## config.mk

```make
export PLATFORM = sky130hd
export DESIGN_NAME = coarse_peak_finder_flat
export DESIGN_NICKNAME = d
export VERILOG_FILES = /design/src/rtl/coarse_peak_finder_if.sv /design/src/rtl/coarse_peak_finder.sv /design/src/flat_wrapper.sv
export SDC_FILE = /design/constraint.sdc
export NUM_CORES = 1
export LEC_CHECK = 0
export ABC_AREA = 1
export ABC_CLOCK_PERIOD_IN_PS = 4350
export CAP_MARGIN = 0
export CORE_MARGIN = 8
export CORE_UTILIZATION = 34
export DETAILED_ROUTE_END_ITERATION = 12
export PLACE_DENSITY_LB_ADDON = 0.3
export SLEW_MARGIN = 20
export SYNTH_ARGS = -nofsm -noshare
export SYNTH_HDL_FRONTEND = slang
export SYNTH_SLANG_ARGS = --single-unit
```

## constraint.sdc

```tcl
create_clock -name clk -period 4.35 [get_ports clk]
set_input_delay 0.87 -clock clk [delete_from_list [all_inputs] [get_ports clk]]
set_output_delay 0.87 -clock clk [all_outputs]
set_load 0.02 [all_outputs]
```

## src/rtl/coarse_peak_finder_if.sv

```systemverilog
// Port bundle for coarse_peak_finder: frame control, TDC hit stream and peak result.
// dbgState mirrors the internal FSM encoding (IDLE=0, CLEAR=1, ACQ=2, SCAN=3, DONE=4).
interface coarse_peak_finder_if #(
  parameter int NB = 4,
  parameter int NP = 12,
  parameter int CW = 8
);
  logic          start;
  logic          laserSync;
  logic          tdcValid;
  logic [NP-1:0] tdcData;
  logic [NB-1:0] peakCH;
  logic [CW-1:0] peakCount;
  logic          peakDone;
  logic          busy;
  logic [2:0]    dbgState;

  modport master (
    output start, laserSync, tdcValid, tdcData,
    input  peakCH, peakCount, peakDone, busy, dbgState
  );

  modport slave (
    input  start, laserSync, tdcValid, tdcData,
    output peakCH, peakCount, peakDone, busy, dbgState
  );
endinterface

```

## src/rtl/coarse_peak_finder.sv

```systemverilog
// Coarse histogram over NCYC laser cycles: bins hits by their top NB timestamp bits,
// then scans the bins in order and reports the lowest-index most-populated bin.
module coarse_peak_finder #(
  parameter int NB   = 4,
  parameter int NP   = 12,
  parameter int CW   = 8,
  parameter int NCYC = 4
) (
  input  logic                 clk,
  input  logic                 rst_n,
  coarse_peak_finder_if.slave  bus
);
  localparam int BINS = 2 ** NB;
  localparam int FW   = $clog2(NCYC + 1);

  typedef enum logic [2:0] {IDLE, CLEAR, ACQ, SCAN, DONE} stateE;

  stateE         state, nextState;
  logic          startQ;
  logic [FW-1:0] frameCnt;
  logic [NB-1:0] idx;
  logic [CW-1:0] maxCount;
  logic [NB-1:0] maxIdx;
  logic [CW-1:0] binMem [BINS];

  logic [NB-1:0] hitBin;
  logic          acqOpen;
  logic          lastIdx;
  logic [CW-1:0] scanVal;
  logic          scanGreater;
  logic          unusedLow;

  // Handshake: start is a one-cycle request honoured only in IDLE or DONE; the result is
  // offered as a level (peakDone) that stays up until the next accepted start.
  assign hitBin      = bus.tdcData[NP-1:NP-NB];
  assign unusedLow   = ^bus.tdcData[NP-NB-1:0];
  // The cycle after the final laserSync is a drain cycle: no further hits are binned.
  assign acqOpen     = (state == ACQ) && (frameCnt != FW'(NCYC));
  assign lastIdx     = (idx == {NB{1'b1}});
  assign scanVal     = binMem[idx];
  assign scanGreater = (scanVal > maxCount);

  always_comb begin
    nextState = state;
    case (state)
      IDLE:    if (startQ) nextState = CLEAR;
      CLEAR:   if (lastIdx) nextState = ACQ;
      ACQ:     if (frameCnt == FW'(NCYC)) nextState = SCAN;
      SCAN:    if (lastIdx) nextState = DONE;
      DONE:    if (startQ) nextState = CLEAR;
      default: nextState = IDLE;
    endcase
  end

  always_ff @(posedge clk or negedge rst_n) begin
    if (!rst_n) begin
      state         <= IDLE;
      startQ        <= 1'b0;
      frameCnt      <= '0;
      idx           <= '0;
      maxCount      <= '0;
      maxIdx        <= '0;
      bus.peakCH    <= '0;
      bus.peakCount <= '0;
    end else begin
      state  <= nextState;
      startQ <= bus.start && ((state == IDLE) || (state == DONE));
      idx    <= ((state == CLEAR) || (state == SCAN)) ? idx + 1'b1 : '0;

      if (state == CLEAR)
        frameCnt <= '0;
      else if (acqOpen && bus.laserSync)
        frameCnt <= frameCnt + 1'b1;

      if (state != SCAN) begin
        maxCount <= '0;
        maxIdx   <= '0;
      end else if (scanGreater) begin
        maxCount <= scanVal;
        maxIdx   <= idx;
      end

      // The last bin is folded in on the same edge that publishes the result.
      if ((state == SCAN) && lastIdx) begin
        bus.peakCH    <= scanGreater ? idx : maxIdx;
        bus.peakCount <= scanGreater ? scanVal : maxCount;
      end
    end
  end

  // Bin storage needs no reset: CLEAR rewrites every entry before a frame uses it.
  always_ff @(posedge clk) begin
    if (state == CLEAR)
      binMem[idx] <= '0;
    else if (acqOpen && bus.tdcValid && (binMem[hitBin] != {CW{1'b1}}))
      binMem[hitBin] <= binMem[hitBin] + 1'b1;
  end

  assign bus.peakDone = (state == DONE);
  assign bus.busy     = (state == CLEAR) || (state == ACQ) || (state == SCAN);
  assign bus.dbgState = state;
endmodule

```

## src/flat_wrapper.sv

```systemverilog
// flat-port wrapper written by rule: the top's interface ports become plain ports
module coarse_peak_finder_flat 
#(
  parameter int NB   = 4,
  parameter int NP   = 12,
  parameter int CW   = 8,
  parameter int NCYC = 4
)
  (clk, rst_n, bus_start, bus_laserSync, bus_tdcValid, bus_tdcData, bus_peakCH, bus_peakCount, bus_peakDone, bus_busy, bus_dbgState);
  coarse_peak_finder_if #(.NB(NB), .NP(NP), .CW(CW)) bus_i ();
  input  logic clk;
  input  logic rst_n;
  input wire logic [$bits(bus_i.start)-1:0] bus_start;
  input wire logic [$bits(bus_i.laserSync)-1:0] bus_laserSync;
  input wire logic [$bits(bus_i.tdcValid)-1:0] bus_tdcValid;
  input wire logic [$bits(bus_i.tdcData)-1:0] bus_tdcData;
  output wire logic [$bits(bus_i.peakCH)-1:0] bus_peakCH;
  output wire logic [$bits(bus_i.peakCount)-1:0] bus_peakCount;
  output wire logic [$bits(bus_i.peakDone)-1:0] bus_peakDone;
  output wire logic [$bits(bus_i.busy)-1:0] bus_busy;
  output wire logic [$bits(bus_i.dbgState)-1:0] bus_dbgState;
  assign bus_i.start = bus_start;
  assign bus_i.laserSync = bus_laserSync;
  assign bus_i.tdcValid = bus_tdcValid;
  assign bus_i.tdcData = bus_tdcData;
  assign bus_peakCH = bus_i.peakCH;
  assign bus_peakCount = bus_i.peakCount;
  assign bus_peakDone = bus_i.peakDone;
  assign bus_busy = bus_i.busy;
  assign bus_dbgState = bus_i.dbgState;
  coarse_peak_finder #(.NB(NB), .NP(NP), .CW(CW), .NCYC(NCYC)) u_core (.clk(clk), .rst_n(rst_n), .bus(bus_i));
endmodule
```

==> results of run 1 <==
worst min-delay path by stage:
| stage | start | to | slack [ns] | depth (start not counted) |
|---|---|---|---|---|
| after floorplan | u_core.maxIdx[2] | u_core.maxIdx[2] | 0.50 | 2 |
| after global placement | u_core.bus.peakCount[3] | u_core.bus.peakCount[3] | 0.47 | 2 |
| after detailed placement | u_core.bus.peakCount[3] | u_core.bus.peakCount[3] | 0.47 | 2 |
| after CTS | u_core.bus.peakCount[3] | u_core.bus.peakCount[3] | 0.48 | 2 |
| after global routing | u_core.bus.peakCount[3] | u_core.bus.peakCount[3] | 0.53 | 2 |
| final | u_core.bus.peakCH[2] | u_core.bus.peakCH[2] | 0.48 | 2 |
cell families (layout without fill, tap and decap cells):
family	Yosys count	count (layout)	share of synthesized area
AOI/OAI and AO/OA	223	223	0.143
adders and majority gates	12	12	0.0176
buffers and inverters	175	227	0.0893
DFF	163	163	0.555
and+or+nand+nor	376	376	0.196
power by group through the flow:
| stage | Combinational [mW] | Sequential, mW | Clock [mW] |
|---|---|---|---|
| after floorplan | 1.61 | 2.08 | 0 |
| after detailed placement | 2.52 | 2.08 | 0 |
| final | 2.53 | 2.05 | 1.56 |
| after global placement | 2.48 | 2.08 | 0 |
| after global routing | 2.88 | 2.07 | 1.63 |
| after CTS | 2.54 | 2.05 | 1.57 |
registers in the layout, summed over array words and instances (netlist names):
register and cells:
u_core.bus.peakCount 8, u_core.startQ 1, u_core.bus.peakCH 4, u_core.maxIdx 4
u_core.bus.dbgState 3, u_core.maxCount 8, u_core.binMem 128, u_core.frameCnt 3
u_core.idx 4
cell type report:
cell class | instances | area (µm²) | area share
Sequential cell | 163 | 4720 | 0.478
Multi-Input combinational cell | 611 | 3050 | 0.309
Timing Repair Buffer | 73 | 638 | 0.0646
Inverter | 122 | 458 | 0.0463
Clock buffer | 18 | 429 | 0.0434
Tap cell | 330 | 413 | 0.0418
Clock inverter | 14 | 175 | 0.0177
layer usage:
layer | global-route usage | share of wire
met1 | 0.218 | 0.44
met2 | 0.256 | 0.47
met3 | 0.0254 | 0.068
met4 | 0.0566 | 0.021
met5 | 0 | 0
synthesized netlist by cell type (3+ instances only):
cell type / instances / share of area
nand2_1: 184 / 0.081
edfxtp_1: 128 / 0.45
inv_1: 113 / 0.050
o21ai_0: 104 / 0.061
nand3_1: 85 / 0.050
a21oi_1: 75 / 0.044
nor2_1: 63 / 0.028
dfrtp_1: 35 / 0.10
buf_2: 21 / 0.012
clkbuf_1: 18 / 0.0079
o211ai_1: 16 / 0.014
nand2_2: 14 / 0.010
ha_1: 12 / 0.018
o21ai_1: 10 / 0.0059
o2111ai_1: 7 / 0.0072
buf_6: 6 / 0.0079
inv_2: 6 / 0.0026
nand4_1: 6 / 0.0044
nor3_1: 5 / 0.0029
buf_4: 4 / 0.0035
nand3_2: 4 / 0.0047
o21ai_2: 4 / 0.0041
a211oi_1: 3 / 0.0026
and2_1: 3 / 0.0022
buf_1: 3 / 0.0013
clkinv_1: 3 / 0.0013
nor3b_1: 3 / 0.0026
critical path: stages:
cell and delay [ns]:
clkdlybuf4s50_1 0.62, buf_4 0.28, a21oi_1 0.06, o21ai_0 0.09, o211ai_1 0.15, nand3_1 0.14
nand2_1 0.09, ha_1 0.23, nand2_2 0.10, nor2_4 0.05, nand2_4 0.10, nand2_4 0.19
nor3b_2 0.92
==> flow_summary.yaml, run 1 <==
route:
  dr.pass1.iters: 5
  drc: 0
  vias: 6899
  routed_via_density: 5.18
  wl_per_cell_um: 18.0
  routed_wl_um: 24000
  drtAntennaViolNets: 0
  dr.first_iter.drc_count: 826
placed_design:
  placed_area_um2: 9280
  place.gp.congestion: 0.848
  post-place-ws_ns: 0.104
  dp_hpwl_um: 16300
  placed_cells: 1299
  io_buffer_count: 25
timing:
  tns_ns: 0
  skew_ns: 0.00914
  slew_violations: 0
  rsz0062_at_grt: "no"
  setup_viol: 0
  setup_ws_ns: 0.531
  worst_pin_slew_ns: 1.11
  max-slew-margin-rel: 0.257
  min_period_over_period: 0.878
  hold_slack_ns: 0.484
  period_needed_ns: 3.82
  max_freq_mhz: 262
  hold_viol: 0
critical_path:
  crit_start: "bus_tdcData[9]"
  crit_path_end: "u_core.binMem[13][2]"
  r2r-start: "u_core.idx[1]"
  r2r-end: "u_core.bus.peakCount[4]"
  reg2reg_slack_ns: 0.65
  critPathArrivalTime_ns: 3.89
  cp_max_fo: 20
  r2r_cells: 17
  required_ns: 4.43
  path_class: "in -> reg"
  end_kind: "flop"
  worstSetupStartpointType: "primary input"
global_route:
  antenna_found_initial: 0
  gr-total-overflow: 0
  grt_pass1_vias: 6638
  grt_max_degree: 95
  track_usage: 0.161
  grt_pass1_wl_um: 37900
floorplanning:
  dieWidth_um: 174
  io_pins: 34
  dieArea_um2: 30300
  die_h_um: 174
  coreArea_um2: 24900
  start_util: 0.342
  row_count: 58
power_and_ir_drop:
  powerDensity_nw_per_um2: 621
  swShare: 0.403
  p_int_mw: 3.66
  comb_power_share: 0.413
  p_total_mw: 6.14
  p_seq_frac: 0.334
  cellLeakagePower_nw: 4.08
  p_sw_mw: 2.48
  irDropWorstVdd_uv: 296
  clkPwrFrac: 0.253
synthesis:
  yosysSeqAreaShare: 0.555
  ys_warn_count: 0
  ys_types: 37
  synth_seq_cells: 163
  synth_edf_count: 128
  synth.net_count: 978
  async_reset_ff_frac: 0.215
  syn_area_per_cell_um2: 8.97
  netlist_area_um2: 8510
  syn_inst: 949
  synth_flop_cell: "edfxtp_1"
cells_and_area:
  layout-drive-gt1-share: 0.122
  instances_no_fill: 1331
  antenna_cells: 0
  nFillCells: 2413
  final_common_cell: "nand2_1"
  post-route-util: 0.397
  nets: 1017
  design_area_um2: 9880
  synthToLayoutAreaGrowth_pct: 16.2
  final_cell_mix: "184 x nand2_1, 128 x edfxtp_1, 113 x inv_1"
cts:
  post_cts_resized: 0
  hold_buffers: 0
  cts_tree: "built"
  path_clk_slew_ns: 0.07
  cts_buffer_depth: 2
  worst_skew_pair.late_latency_ns: 0.43
  postCtsSetupRepairBufs: 0
  cts_sinks: 163
  clock_tree.root_cell: "clkbuf_16"
  cts_buffers: 17
  htreeDepth: 4
worst_hold_path:
  holdCritPathClass: "reg -> reg"
run:
  maxCapViolCount: 0
run_status:
  status: "complete, no violations"
(Power assumes the default switching activity.)
==> inputs of run 2 (changes only) <==
--- a/config.mk
+++ b/config.mk
@@ -11,6 +11,7 @@
 export CORE_MARGIN = 8
 export CORE_UTILIZATION = 34
 export DETAILED_ROUTE_END_ITERATION = 12
+export GPL_TIMING_DRIVEN = 0
 export PLACE_DENSITY_LB_ADDON = 0.3
 export SLEW_MARGIN = 20
 export SYNTH_ARGS = -nofsm -noshare
==> run 2 against run 1 <==
Net effect: sequential power hardly changed; first-iteration DRC count is 22% higher; die area stayed put; cell area is 0.70% lower; fmax is 9.6% lower; sequential share of layout area is 0.32 points higher; clock power hardly changed; flip-flop and latch count stayed put; total power is 0.59% higher; final cell count is 0.45% higher; worst hold slack worse by 0.23 ns; non-clock buffer count is 6 higher; critical path type unchanged; largest power group unchanged.
==> flow_summary.yaml, run 2 (same netlist as run 1, synthesis figures left out) <==
critical_path:
  r2r-start: "u_core.idx[0]"
  reg2reg_slack_ns: 0.35
  slowest_delay_ns: 0.85
  r2r_cells: 17
  cp_cell_sequence: "buf_6 > inv_2 > buf_2 > buf_2 > nor2_1 > o211ai_1 > nand3_1 > nand2_1 > ha_1 > nand2_2 > nor2_4 > nand2_4 > nand2_4 > buf_6 > nand2_1 > nand2_2 > nand3_2 > nor2_1"
  path_class: "in -> reg"
  cp_max_fo: 10
  required_ns: 4.40
  worstSetupStartpointType: "primary input"
  cp_slowest_cell: "nor2_1"
  critPathBufInv: 5
  end_kind: "flop"
  critPathArrivalTime_ns: 4.27
  crit_family: "simple AND/OR/NAND/NOR gates"
  r2r-end: "u_core.bus.peakCH[2]"
route:
  drc: 0
  routed_via_density: 5.36
  drtAntennaViolNets: 0
  dr.first_iter.drc_count: 1004
  vias: 7161
  dr.pass1.iters: 5
  wl_per_cell_um: 20.3
  routed_wl_um: 27200
timing:
  max_freq_mhz: 237
  tns_ns: 0
  skew_ns: 0.0163
  worst_pin_slew_ns: 1.12
  max-slew-margin-rel: 0.248
  slew_violations: 0
  min_period_over_period: 0.971
  setup_ws_ns: 0.124
  setup_viol: 0
  hold_viol: 0
  rsz0062_at_grt: "yes"
  period_needed_ns: 4.23
global_route:
  track_usage: 0.180
  grt_pass1_vias: 6692
  gr-total-overflow: 0
  grt_pass1_wl_um: 41200
  antenna_found_initial: 0
  grt_max_degree: 31
cells_and_area:
  largest-register: "u_core.binMem"
  nFillCells: 2468
  layout-drive-gt1-share: 0.115
  final_cell_mix: "184 x nand2_1, 128 x edfxtp_1, 113 x inv_1"
  nets: 1023
  largest_reg_flops: 128
  final_common_cell: "nand2_1"
  largestRegisters: "u_core.binMem x128, u_core.bus.peakCount x8, u_core.maxCount x8"
  design_area_um2: 9820
  antenna_cells: 0
  synthToLayoutAreaGrowth_pct: 15.4
floorplanning:
  start_util: 0.342
  die_h_um: 174
  dieWidth_um: 174
  io_pins: 34
  coreArea_um2: 24900
  row_count: 58
  dieArea_um2: 30300
placed_design:
  place.gp.congestion: 0.931
  dp_hpwl_um: 18800
  io_buffer_count: 21
  placed_area_um2: 9210
  post-place-ws_ns: -0.275
run_status:
  status: "complete, no violations"
cts:
  hold_buffers: 0
  htreeDepth: 4
  worst_skew_pair.late_latency_ns: 0.44
  path_clk_slew_ns: 0.07
  cts_buffers: 17
  cts_tree: "built"
  cts_buffer_depth: 2
  cts_sinks: 163
  clock_tree.root_cell: "clkbuf_16"
worst_hold_path:
  holdCritPathClass: "in -> async"
power_and_ir_drop:
  p_total_mw: 6.18
  cellLeakagePower_nw: 4.01
  irDropWorstVdd_uv: 280
  powerDensity_nw_per_um2: 629
run:
  maxCapViolCount: 0
[run 2: routing by layer]
metal | share of wire | global-route usage
met1 | 0.43 | 0.254
met2 | 0.44 | 0.264
met4 | 0.028 | 0.0759
met3 | 0.10 | 0.0349
met5 | 0 | 0
[run 2: repair_timing]
action | CTS | global route
gates resized for setup | 0 | 6
setup endpoints to repair | 0 | 81
buffers inserted | 0 | 0
[run 2: per-stage QoR]
stage / cells / util / hold slack (ns)
floorplan: 949 / - / 0.502
global placement: 1300 / 0.367 / 0.467
detailed placement: 1305 / 0.370 / 0.470
CTS: 1337 / 0.394 / 0.245
global route: 1337 / 0.394 / 0.251
finish: 1337 / 0.394 / 0.256
[run 2: report_power, final]
| group | total [mW] | switching (mW) | internal, mW |
|---|---|---|---|
| logic | 2.61 | 1.88 | 0.736 |
| clock network | 1.53 | 0.666 | 0.861 |
| registers | 2.04 | 0.0988 | 1.94 |
[run 2: worst max-delay path by stage]
| stage | end | cells past startpoint | slack [ns] | from |
|---|---|---|---|---|
| after global routing | u_core.binMem[15][2] | 18 | -0.08 | bus_tdcData[8] |
| after CTS | u_core.binMem[0][7] | 18 | 0.17 | bus_tdcData[8] |
| after global placement | u_core.binMem[14][4] | 16 | -0.84 | bus_tdcData[8] |
| final | u_core.binMem[15][4] | 18 | 0.12 | bus_tdcData[8] |
| after detailed placement | u_core.binMem[0][4] | 18 | -0.27 | bus_tdcData[8] |
| after floorplan | u_core.binMem[0][3] | 15 | 0.78 | bus_tdcData[8] |
[run 2: layout make-up]
type | count | area (µm²) | area share
inverter | 122 | 458 | 0.0467
timing repair buffer | 26 | 263 | 0.0268
clock buffer | 17 | 425 | 0.0433
buffer | 53 | 303 | 0.0308
multi-input combinational | 611 | 3070 | 0.312
clock inverter | 15 | 169 | 0.0172
sequential | 163 | 4720 | 0.481
tap | 330 | 413 | 0.0421
==> inputs of run 3 (changes only) <==
--- a/config.mk
+++ b/config.mk
@@ -13,7 +13,7 @@
 export DETAILED_ROUTE_END_ITERATION = 12
 export GPL_TIMING_DRIVEN = 0
 export PLACE_DENSITY_LB_ADDON = 0.3
-export SLEW_MARGIN = 20
+export SLEW_MARGIN = 25
 export SYNTH_ARGS = -nofsm -noshare
 export SYNTH_HDL_FRONTEND = slang
 export SYNTH_SLANG_ARGS = --single-unit
==> run 3 against run 2 <==
Net effect: register-to-register slack better by 0.04 ns; global-route usage increased by 0.11 points; total power rose by 1.4%; fmax down 0.71%; clock power up 5%; utilization grew 0.23 points; die area stayed put; combinational power about the same; critical path depth did not move.
==> flow_summary.yaml, run 3 (same netlist as run 1, synthesis figures left out) <==
cells_and_area:
  layout-drive-gt1-share: 0.117
  largest-register: "u_core.binMem"
  largest_reg_flops: 128
  nets: 1023
  post-route-util: 0.397
  antenna_cells: 0
  design_area_um2: 9870
  synthToLayoutAreaGrowth_pct: 16.0
  final_common_cell: "nand2_1"
  final_cell_mix: "184 x nand2_1, 128 x edfxtp_1, 113 x inv_1"
  largestRegisters: "u_core.binMem x128, u_core.bus.peakCount x8, u_core.maxCount x8"
global_route:
  track_usage: 0.181
  antenna_found_initial: 0
  grt_max_degree: 30
  gr-total-overflow: 0
  grt_pass1_wl_um: 41500
  grt_pass1_vias: 6914
run:
  maxCapViolCount: 0
critical_path:
  r2r-end: "u_core.bus.peakCH[2]"
  critPathArrivalTime_ns: 4.31
  end_kind: "flop"
  r2r-start: "u_core.idx[2]"
  worstSetupStartpointType: "primary input"
  cp_max_fo: 10
  path_class: "in -> reg"
  r2r_cells: 16
  required_ns: 4.41
  reg2reg_slack_ns: 0.39
power_and_ir_drop:
  cellLeakagePower_nw: 4.04
  powerDensity_nw_per_um2: 634
  irDropWorstVdd_uv: 308
cts:
  cts_buffers: 17
  cts_buffer_depth: 2
  cts_sinks: 163
  path_clk_slew_ns: 0.07
  worst_skew_pair.late_latency_ns: 0.44
  htreeDepth: 4
  clock_tree.root_cell: "clkbuf_16"
  cts_tree: "built"
timing:
  setup_viol: 0
  max_freq_mhz: 235
  worst_pin_slew_ns: 1.09
  setup_ws_ns: 0.0940
  hold_slack_ns: 0.263
  tns_ns: 0
  skew_ns: 0.00945
  slew_violations: 0
  min_period_over_period: 0.978
  period_needed_ns: 4.26
  max-slew-margin-rel: 0.272
  rsz0062_at_grt: "yes"
  hold_viol: 0
route:
  dr.pass1.iters: 6
  routed_wl_um: 27400
  drc: 0
  dr.first_iter.drc_count: 1039
  vias: 7208
  drtAntennaViolNets: 0
  wl_per_cell_um: 20.5
  routed_via_density: 5.39
floorplanning:
  start_util: 0.342
  io_pins: 34
  dieArea_um2: 30300
  die_h_um: 174
  coreArea_um2: 24900
  dieWidth_um: 174
  row_count: 58
placed_design:
  dp_hpwl_um: 18800
  post-place-ws_ns: -0.298
  placed_area_um2: 9210
  io_buffer_count: 21
  place.gp.congestion: 0.931
run_status:
  status: "complete, no violations"
worst_hold_path:
  holdCritPathClass: "in -> async"
## run 3: changes by cell type in the layout (fill, tap and decap cells not counted), sizes merged
cell and delta:
inv -4, buf +1, clkbuf +8, bufinv -2, clkinv -2, clkinvlp -1
## run 3: report_power, final
group | total, mW | internal, mW | switching (mW)
combinational | 2.62 | 0.737 | 1.89
sequential | 2.03 | 1.94 | 0.0968
clock | 1.61 | 0.958 | 0.648
total | 6.26 | 3.63 | 2.63
## run 3: worst max-delay path by stage
| stage | to | cells after the start | startpoint | slack (ns) |
|---|---|---|---|---|
| global route | u_core.binMem[9][3] | 18 | bus_tdcData[8] | -0.09 |
| finish | u_core.binMem[13][5] | 18 | bus_tdcData[8] | 0.09 |
| CTS | u_core.binMem[0][3] | 18 | bus_tdcData[8] | 0.15 |
| detailed placement | u_core.binMem[0][4] | 18 | bus_tdcData[8] | -0.30 |
| global placement | u_core.binMem[14][4] | 16 | bus_tdcData[8] | -0.84 |
| floorplan | u_core.binMem[0][3] | 15 | bus_tdcData[8] | 0.78 |
## run 3: worst max-delay path, stage by stage
cell and delay [ns]:
buf_6 0.10, inv_2 0.17, buf_2 0.35, buf_2 0.31
nor2_1 0.06, o211ai_1 0.23, nand3_1 0.11, nand2_1 0.14
ha_1 0.21, nand2_2 0.09, nor2_4 0.12, nand2_4 0.10
nand2_4 0.09, buf_6 0.17, nand2_1 0.08, nand2_2 0.12
nand3_2 0.12, nor2_1 0.84
## run 3: repair_timing
action / CTS / global route
hold buffers: 0 / 0
gates resized for setup: 0 / 6
buffers inserted: 0 / 0
endpoints found under the setup margin: 0 / 55
hold endpoints to repair: 0 / 0
## run 3: layout make-up
cell class              count  area, µm²
clock inverters             6       47.5
well taps                 330        413
clock buffers              26        597
flip-flops and latches    163       4720
multi-input cells         611       3070
inverters                 122        458
plain buffers              53        303
repair buffers             26        263
fillers                  2483      15000
## run 3: stage by stage
step | total power [mW] | cells
5_1_grt | 6.64 | 1337
4_1_cts | 6.22 | 1337
6_report | 6.26 | 1337
3_5_place_dp | 4.63 | 1305
3_3_place_gp | 4.60 | 1300
2_1_floorplan | 3.69 | 949
## run 3: metal layers
metal / global-route usage / share of wire / vias to the layer above
li1: - / - / 3308
met1: 0.244 / 0.43 / 3456
met2: 0.272 / 0.44 / 373
met3: 0.0456 / 0.098 / 71
met4: 0.0766 / 0.032 / 0
met5: 0 / 0 / -
